### src/rtl/wb_pkg.sv
// Shared constants, entry layout and helpers for the writeback arbiter.
package wb_pkg;

    localparam int REG_ADDR_W     = 5;
    localparam int NUM_REGS       = 32;
    localparam int DEF_DATA_W     = 32;
    localparam int DEF_FIFO_DEPTH = 2;

    // One buffered long-latency result at the default data width. The top
    // packs {rd, data} in this same order for any DATA_W it is built with.
    typedef struct packed {
        logic [REG_ADDR_W-1:0] rd;
        logic [DEF_DATA_W-1:0] data;
    } wb_entry_t;

    // One-hot decode of a register address into a busy-vector mask.
    function automatic logic [NUM_REGS-1:0] reg_onehot(input logic [REG_ADDR_W-1:0] r);
        logic [NUM_REGS-1:0] m;
        m    = '0;
        m[r] = 1'b1;
        return m;
    endfunction

endpackage

### src/rtl/wb_fifo.sv
// Parameterised synchronous FIFO with occupancy count and full/empty flags.
// Pushes while full and pops while empty are ignored.
module wb_fifo #(
    parameter int WIDTH = 37,
    parameter int DEPTH = 2,
    localparam int CNT_W = $clog2(DEPTH) + 1
) (
    input  logic             clk,
    input  logic             reset,
    input  logic             push,
    input  logic [WIDTH-1:0] push_data,
    input  logic             pop,
    output logic [WIDTH-1:0] head,
    output logic [CNT_W-1:0] count,
    output logic             full,
    output logic             empty
);

    localparam int PTR_W = (DEPTH > 1) ? $clog2(DEPTH) : 1;

    logic [WIDTH-1:0] mem [DEPTH];
    logic [PTR_W-1:0] wr_ptr;
    logic [PTR_W-1:0] rd_ptr;
    logic             do_push;
    logic             do_pop;

    // Pointers wrap explicitly so non-power-of-two depths stay modulo DEPTH.
    function automatic logic [PTR_W-1:0] next_ptr(input logic [PTR_W-1:0] p);
        return (p == PTR_W'(DEPTH - 1)) ? '0 : p + 1'b1;
    endfunction

    assign full    = (count == CNT_W'(DEPTH));
    assign empty   = (count == '0);
    assign do_push = push && !full;
    assign do_pop  = pop && !empty;
    assign head    = mem[rd_ptr];

    // Entry storage needs no reset: count gates every read of it.
    always_ff @(posedge clk) begin
        if (do_push) mem[wr_ptr] <= push_data;
    end

    // Pointer and occupancy bookkeeping.
    always_ff @(posedge clk or negedge reset) begin
        if (!reset) begin
            wr_ptr <= '0;
            rd_ptr <= '0;
            count  <= '0;
        end else begin
            if (do_push) wr_ptr <= next_ptr(wr_ptr);
            if (do_pop)  rd_ptr <= next_ptr(rd_ptr);
            case ({do_push, do_pop})
                2'b10:   count <= count + 1'b1;
                2'b01:   count <= count - 1'b1;
                default: count <= count;
            endcase
        end
    end

endmodule

### src/rtl/writeback_arbiter.sv
// Register-file writeback arbiter: single-cycle ALU results take the write
// port first; long-latency results wait in a small FIFO and drain when the
// ALU leaves the port free. A busy scoreboard tracks outstanding long ops.
module writeback_arbiter
    import wb_pkg::*;
#(
    parameter int DATA_W     = DEF_DATA_W,
    parameter int FIFO_DEPTH = DEF_FIFO_DEPTH,
    localparam int CNT_W     = $clog2(FIFO_DEPTH) + 1
) (
    input  logic                  clk,
    input  logic                  reset,
    input  logic                  alu_valid,
    input  logic [REG_ADDR_W-1:0] alu_rd,
    input  logic [DATA_W-1:0]     alu_data,
    input  logic                  mem_valid,
    output logic                  mem_ready,
    input  logic [REG_ADDR_W-1:0] mem_rd,
    input  logic [DATA_W-1:0]     mem_data,
    input  logic                  issue_valid,
    input  logic                  issue_long,
    input  logic [REG_ADDR_W-1:0] issue_rd,
    input  logic [REG_ADDR_W-1:0] chk_reg1,
    input  logic [REG_ADDR_W-1:0] chk_reg2,
    output logic                  chk_busy1,
    output logic                  chk_busy2,
    output logic                  reg_write,
    output logic [REG_ADDR_W-1:0] write_reg,
    output logic [DATA_W-1:0]     write_data,
    output logic [CNT_W-1:0]      fifo_count
);

    localparam int ENTRY_W = REG_ADDR_W + DATA_W;

    logic                  alu_sel;
    logic                  fifo_pop;
    logic                  fifo_push;
    logic                  fifo_full;
    logic                  fifo_empty;
    logic [ENTRY_W-1:0]    fifo_head;
    logic [REG_ADDR_W-1:0] head_rd;
    logic [DATA_W-1:0]     head_data;
    logic [NUM_REGS-1:0]   busy;
    logic [NUM_REGS-1:0]   busy_set;
    logic [NUM_REGS-1:0]   busy_clr;

    // Writes to r0 are dropped outright, so an ALU result for r0 neither
    // writes nor takes the port away from the FIFO.
    assign alu_sel   = alu_valid && (alu_rd != '0);
    assign fifo_pop  = !alu_sel && !fifo_empty;

    // Held low during reset; a pop in the same cycle does not open a full FIFO.
    assign mem_ready = reset && !fifo_full;
    assign fifo_push = mem_valid && mem_ready && (mem_rd != '0);

    assign head_rd   = fifo_head[ENTRY_W-1 -: REG_ADDR_W];
    assign head_data = fifo_head[DATA_W-1:0];

    wb_fifo #(
        .WIDTH (ENTRY_W),
        .DEPTH (FIFO_DEPTH)
    ) u_fifo (
        .clk       (clk),
        .reset     (reset),
        .push      (fifo_push),
        .push_data ({mem_rd, mem_data}),
        .pop       (fifo_pop),
        .head      (fifo_head),
        .count     (fifo_count),
        .full      (fifo_full),
        .empty     (fifo_empty)
    );

    // Scoreboard set/clear masks; the clear tracks the pop selected this cycle.
    always_comb begin
        busy_set = '0;
        busy_clr = '0;
        if (issue_valid && issue_long && (issue_rd != '0))
            busy_set = reg_onehot(issue_rd);
        if (fifo_pop)
            busy_clr = reg_onehot(head_rd);
    end

    // Busy bits: a new issue beats a same-cycle clear; bit 0 never sets.
    always_ff @(posedge clk or negedge reset) begin
        if (!reset) begin
            busy <= '0;
        end else begin
            busy <= ((busy & ~busy_clr) | busy_set) & ~NUM_REGS'(1);
        end
    end

    assign chk_busy1 = busy[chk_reg1];
    assign chk_busy2 = busy[chk_reg2];

    // Registered write port: selection in cycle N is visible in cycle N+1.
    always_ff @(posedge clk or negedge reset) begin
        if (!reset) begin
            reg_write  <= 1'b0;
            write_reg  <= '0;
            write_data <= '0;
        end else if (alu_sel) begin
            reg_write  <= 1'b1;
            write_reg  <= alu_rd;
            write_data <= alu_data;
        end else if (fifo_pop) begin
            reg_write  <= 1'b1;
            write_reg  <= head_rd;
            write_data <= head_data;
        end else begin
            reg_write  <= 1'b0;
            write_reg  <= '0;
            write_data <= '0;
        end
    end

endmodule

### config.mk
export PLATFORM = sky130hd
export DESIGN_NAME = writeback_arbiter
export DESIGN_NICKNAME = d
export VERILOG_FILES = /design/src/rtl/wb_pkg.sv /design/src/rtl/wb_fifo.sv /design/src/rtl/writeback_arbiter.sv
export SDC_FILE = /design/constraint.sdc
export NUM_CORES = 1
export LEC_CHECK = 0
export CELL_PAD_IN_SITES_DETAIL_PLACEMENT = 0
export CELL_PAD_IN_SITES_GLOBAL_PLACEMENT = 2
export CORE_ASPECT_RATIO = 0.5
export CORE_MARGIN = 1
export CORE_UTILIZATION = 34
export CTS_CLUSTER_SIZE = 20
export DETAILED_ROUTE_END_ITERATION = 16
export GPL_ROUTABILITY_DRIVEN = 0
export PLACE_DENSITY_LB_ADDON = 0.1
export SLEW_MARGIN = 20
export SYNTH_ARGS = -nofsm -noshare
export SYNTH_HDL_FRONTEND = slang
export SYNTH_HIERARCHICAL = 1
export SYNTH_SLANG_ARGS = --single-unit
### constraint.sdc
create_clock -name clk -period 4.15 [get_ports clk]
set_input_delay 0.83 -clock clk [delete_from_list [all_inputs] [get_ports clk]]
set_output_delay 0.83 -clock clk [all_outputs]
set_load 0.01 [all_outputs]
# Word-level counts from Yosys, hierarchy flattened
# Memories as Yosys holds them, arrays and structs flattened.
# Index checks and enable logic that the tools add are counted.
dict set report totals {
  mem_bits_rw 74
  inputBits 95
  reg_bits 73
  word_cells 64
  mem_count 1
}
# memory depth word_bits read_ports rd_ports_with_merged_regs write_ports line_no
set memory_table {}
lappend memory_table {u_fifo.mem 2 37 1 0 1 wb_fifo.sv:21} ;# logic [WIDTH-1:0] mem [DEPTH];
dict set report op_classes {
  n_eq_ne 3
  n_addsub 4
  magnitude_cmp 6
  n_reduce_logical 19
  n_bitwise 3
  muxes 21
}
# cell n
set ops {}
lappend ops {{$mux 32} 4}
lappend ops {{$and 32x32->32} 1}
lappend ops {{$not 32->32} 1}
lappend ops {{$or 32x32->32} 1}
lappend ops {{$lt 5x6->1 const B} 4}
lappend ops {{$reduce_bool 5->1} 3}
lappend ops {{$logic_and 1x1->1} 11}
lappend ops {{$bmux 1 s5} 2}
lappend ops {{$demux 1 s5} 2}
lappend ops {{$ge 5x1->1 const B} 2}
lappend ops {{$mux 1} 10}
lappend ops {{$mux 5} 2}
lappend ops {{$eq 2x2->1 const B} 2}
lappend ops {{$pmux 2 s2} 1}
lappend ops {{$logic_not 1->1} 3}
lappend ops {{$add 1x1->1 const B} 2}
lappend ops {{$add 2x1->2 const B} 1}
lappend ops {{$eq 2x1->1 const B} 1}
lappend ops {{$logic_not 2->1} 1}
lappend ops {{$reduce_bool 2->1} 1}
lappend ops {{$sub 2x1->2 const B} 1}

# Logic depth before layout (Yosys ltp)
# An unclocked memory read counts as a cell.
dict set report logic_depth {
  ltp_word 9
  ltp_mapped 10
}

# Cells and area by module
# The synthesis kept the hierarchy.
# module n_inst area_each_um2 cells_per_inst
set modules_own_cells {}
lappend modules_own_cells {writeback_arbiter 1 3678.5 389}
lappend modules_own_cells {wb_fifo 1 2949.1 133}

# Worst setup path before layout
# OpenSTA, ideal clock, no wires.
dict set report synth_timing {
  kind {input to register}
  startpoint {input reset}
  endpoint {memory u_fifo.mem[0][0], enable pin}
  arrival_time_ps 2968
  stages 5
  n_path_buf 0
  slack_ps 751
  required_time_ps 3719
  cell_sequence {nor2b_1 nand2_1 a21oi_1 nand2_1 nor2_1}
}
dict set report synth_via {
  elab_chain_len 6
}
# element line_no
set synth_lines {}
lappend synth_lines {{start: declaration} writeback_arbiter.sv:12} ;# input logic reset,
lappend synth_lines {{$logic_and 1x1->1} writeback_arbiter.sv:53} ;# assign mem_ready = reset && !fifo_full;
lappend synth_lines {{$logic_and 1x1->1 (2 in series)} writeback_arbiter.sv:54} ;# assign fifo_push = mem_valid && mem_ready && (mem_rd != '0);
lappend synth_lines {{via fifo_push} writeback_arbiter.sv:37} ;# logic fifo_push;
lappend synth_lines {{$logic_and 1x1->1} wb_fifo.sv:34} ;# assign do_push = push && !full;
lappend synth_lines {{$mux 1} wb_fifo.sv:40} ;# if (do_push) mem[wr_ptr] <= push_data;
lappend synth_lines {{$mux 1 (not written as such)} wb_fifo.sv:40}
lappend synth_lines {{end: declaration} wb_fifo.sv:21}
# The timed path passes the listed nets, and every way through them passes these cells.

# Worst setup path in the final report
dict set report layout_timing {
  startpoint {input chk_reg2[0]}
  endpoint {output chk_busy2}
}
dict set report layout_via {
  elab_chain_len 2
}
# element line_no
set layout_lines {}
lappend layout_lines {{start: declaration} writeback_arbiter.sv:24} ;# input logic [REG_ADDR_W-1:0] chk_reg2,
lappend layout_lines {{$bmux 1 s5} writeback_arbiter.sv:94} ;# assign chk_busy2 = busy[chk_reg2];
lappend layout_lines {{$mux 1 (not written as such)} writeback_arbiter.sv:94}
lappend layout_lines {{end: declaration} writeback_arbiter.sv:26} ;# output logic chk_busy2,
# No other way between the ends. The select of a mux whose other input is x is not followed.

==> results <==
-- worst max path at each step --
stage / startpoint / end / slack (ps) / depth (start not counted)
after global placement: chk_reg2[0] / chk_busy2 / 350 / 6
after global routing: chk_reg2[0] / chk_busy2 / 230 / 6
final: chk_reg2[0] / chk_busy2 / 380 / 6
after detailed placement: chk_reg2[0] / chk_busy2 / 330 / 6
after floorplan: reset / u_fifo/mem[0][0] / 750 / 5
after CTS: chk_reg2[0] / chk_busy2 / 330 / 6
-- synthesized netlist by cell type, drive strengths merged, types with 3 or more instances --
cell type	n
dfrtp	73
mux2	37
nand2	48
nor2b	11
or2	5
nand3	14
buf	10
a21oi	7
o31ai	7
nand4	10
clkbuf	23
mux4	6
a22oi	4
nand2b	45
xnor2	3
o21ai	66
o41ai	24
inv	5
edfxtp	74
nor2	14
mux2i	18
-- routing by layer --
layer,up-vias,routed length [um]
li1,2198,-
met1,2248,7330
met2,103,8100
met3,25,769
met4,2,238
met5,-,13
-- kinds of logic after synthesis --
group                      share of synthesized area
DFF                                            0.611
muxes                                          0.122
xor gates and xnor gates                     0.00661
buffers and inverters                         0.0296
adders and majority gates                    0.00189
and+or+nand+nor                                0.119
AOI/OAI and AO/OA                              0.110
-- cells in the final DEF, fill, tap and decap left out, types with 3 or more instances in the layout --
cell type	synthesis	final
sky130_fd_sc_hd__clkdlybuf4s50_1	0	136
sky130_fd_sc_hd__edfxtp_1	74	74
sky130_fd_sc_hd__dfrtp_1	73	72
sky130_fd_sc_hd__o21ai_0	63	63
sky130_fd_sc_hd__nand2_1	48	48
sky130_fd_sc_hd__nand2b_1	45	45
sky130_fd_sc_hd__o41ai_1	24	24
sky130_fd_sc_hd__mux2_4	20	20
sky130_fd_sc_hd__mux2i_1	18	18
sky130_fd_sc_hd__clkbuf_16	0	17
sky130_fd_sc_hd__mux2_2	17	17
sky130_fd_sc_hd__nand3_1	14	14
sky130_fd_sc_hd__nor2_1	14	12
sky130_fd_sc_hd__nor2b_1	10	10
sky130_fd_sc_hd__nand4_1	10	10
sky130_fd_sc_hd__o31ai_1	7	7
sky130_fd_sc_hd__a21oi_1	7	7
sky130_fd_sc_hd__inv_6	0	7
sky130_fd_sc_hd__mux4_2	6	6
sky130_fd_sc_hd__buf_4	0	6
sky130_fd_sc_hd__inv_1	5	5
sky130_fd_sc_hd__or2_2	4	4
sky130_fd_sc_hd__a22oi_1	4	4
sky130_fd_sc_hd__o21ai_1	3	3
sky130_fd_sc_hd__clkinvlp_4	0	3
sky130_fd_sc_hd__xnor2_1	3	3
-- report_power, final --
part / switching, W / internal [W] / total (W)
Sequential: 0.000236 / 0.00188 / 0.00212
Clock: 0.000656 / 0.000842 / 0.00150
Combinational: 0.000766 / 0.000829 / 0.00159
Total: 0.00166 / 0.00355 / 0.00521
-- through the flow --
step           hold WS (ps)  instances  setup WS [ps]  instance area [um2]
2_1_floorplan           461        522            751                 6630
3_3_place_gp            534        891            349                 8230
3_5_place_dp            538        891            334                 8230
4_1_cts                 304        923            329                 8790
5_1_grt                 302        923            234                 8790
6_report                297        923            379                 8790
-- area by class of cell --
class,count,area share
multi-input cells,337,0.274
repair buffers,143,0.162
flip-flops and latches,147,0.461
clock inverters,14,0.0158
well taps,259,0.0369
inverters,5,0.00213
clock buffers,18,0.0488
==> summary.md <==
| Metric | Value |
|---|---|
| Layer with the highest usage after global routing | met2 |
| Number of buffers on the longest clock path | 2 |
| Pin count of the biggest net entering global routing | 69 |
| Clock-pin slew reported for the worst setup and hold paths after clock tree synthesis | 70 ps |
| Worst endpoint data arrival time | 2940 ps |
| Met1 track demand over resource in global routing | 0.218 |
| Violation count after the first detailed-route iteration | 170 |
| Leakage | 3.31 nW |
| Worst path bufs/invs | 2 |
| Die X-Extent | 199 um |
| Final setup violation count | 0 |
| Power per cell area | 593 mW/mm2 |
| Post-synth EDFFs | 74 |
| Clock sink count | 147 |
| Maximum VDD drop | 0.000352 V |
| Final number of hold-violating endpoints | 0 |
| Most instantiated flip-flop cell in the synthesis netlist | sky130_fd_sc_hd__edfxtp_1 |
| Max reg flops | 74 |
| Endpoint kind of the worst setup timing path | output port |
| TritonCTS Buffers | 17 |
| Core utilization of the finished layout | 0.469 |
| PnR Total Power | 0.00521 W |
| Gate Count Post-Synth | 522 |
| Register area | 0.00405 mm2 |
| Net count after synthesis | 618 |
| Via Count | 4576 |
| Area of the multi-input gates | 0.00241 mm2 |
| Crit path cell chain | clkdlybuf4s50_1 > mux4_2 > nand2b_1 > o2111ai_1 > nand4_1 > clkdlybuf4s50_1 |
| Floorplan core area | 0.0187 mm2 |
| Filler cell count in the final layout | 1755 |
| Launching point of the worst reg2reg path | u_fifo/count[0] |
| Regs by FF count | u_fifo/mem: 74 flops, write_data: 32 flops, busy: 31 flops |
| Number of maximum-capacitance constraint violations | 0 |
| Effective utilization at floorplan | 0.354 |
| Largest clock skew in the final design | 15.4 ps |
| H-Tree Level Count | 4 |
| Worst Setup Path Type | in -> out |
| Dominant delay contributor by cell family on the critical path | buffers and inverters |
| Synthesized cell area | 0.00663 mm2 |
| Setup TNS | 0 ps |
| R2r endpoint | u_fifo/mem[1][26] |
| Fraction of the cycle the final worst path needs | 0.909 |
| Register bit total from synthesis | 147 |
| Routed vias/inst | 4.96 |
| Row count | 35 |
| CTS tree | yes |
| Sequential share of the synthesized area | 0.611 |
| Initial DRT Pass Iterations | 4 |
| Post-DP HPWL | 11200 um |
| Number of warning messages in the yosys log | 6 |
| Asr flop ratio synth | 0.497 |
| Remaining routing DRC violations | 0 |
| Top achievable clock speed | 265 MHz |
| Launching element type of the critical path | primary input |
| Resize count post-CTS | 0 |
| CP max stage delay | 670 ps |
| Number of global-route vias before repair | 4855 |
| Data required time of the worst path | 3320 ps |
| Share of final-layout standard cells stronger than drive strength 1 | 0.137 |
| Dominant cell type by area after synthesis | sky130_fd_sc_hd__edfxtp_1 |
| Worst Hold Class | in -> async |
| Antenna violations before repair | 1 |
| Aggregate global routing overflow | 0 |
| Actual slew at the worst max-slew pin | 935 ps |
| Floorplan die area | 0.0201 mm2 |
| Met3 layer usage reported by global route | 0.0465 |
| Relative area change from synthesis to final layout | 32.7% |
| First-pass GRT wire length | 26500 um |
| Fraction of post-synthesis cell area in the top cell type by area | 0.335 |
| Number of nets in the final layout | 747 |
| Critical Path Slowest Stage Cell | sky130_fd_sc_hd__clkdlybuf4s50_1 |
| PortBufs | 137 |
| Cell with the most instances on the worst path | sky130_fd_sc_hd__clkdlybuf4s50_1 |
| Register containing the most flip-flops in the final layout | u_fifo/mem |
| Number of post-CTS setup repair buffers | 0 |
| Top-level port count | 138 |
| Leading post-synthesis cells by cell area | sky130_fd_sc_hd__edfxtp_1 (34%), sky130_fd_sc_hd__dfrtp_1 (28%), sky130_fd_sc_hd__o21ai_0 (4.8%) |
| Wire length after detailed routing | 16500 um |
| Minimum clock period | 3770 ps |
| Avg WL per Cell | 17.8 um |
| Met2 Track Usage GR | 0.301 |
| Setup repair after global routing missed its margin | false |
| Hold-fix buffer count after cts | 0 |
| Overall global routing resource usage | 0.177 |
| Residual antenna-violating net count after detailed routing | 0 |
| Result of the run | completed |
| Root buf cell | sky130_fd_sc_hd__clkbuf_16 |
| Max_slew headroom | 0.376 |
| Worst-case register-to-register setup slack | 1820 ps |
| Die outline height | 101 um |
| Highest net fanout along the worst path | 7 |
| Skew-Pair Late Insertion Delay | 430 ps |
| Depth of the most critical reg-to-reg path | 6 |
| Unique cell type count in the Yosys netlist | 38 |
| Max-slew violations | 0 |
| Mean area per synthesized cell | 12.7 um2 |
| Number of antenna repair diodes | 0 |
(Power assumes the default switching activity.)
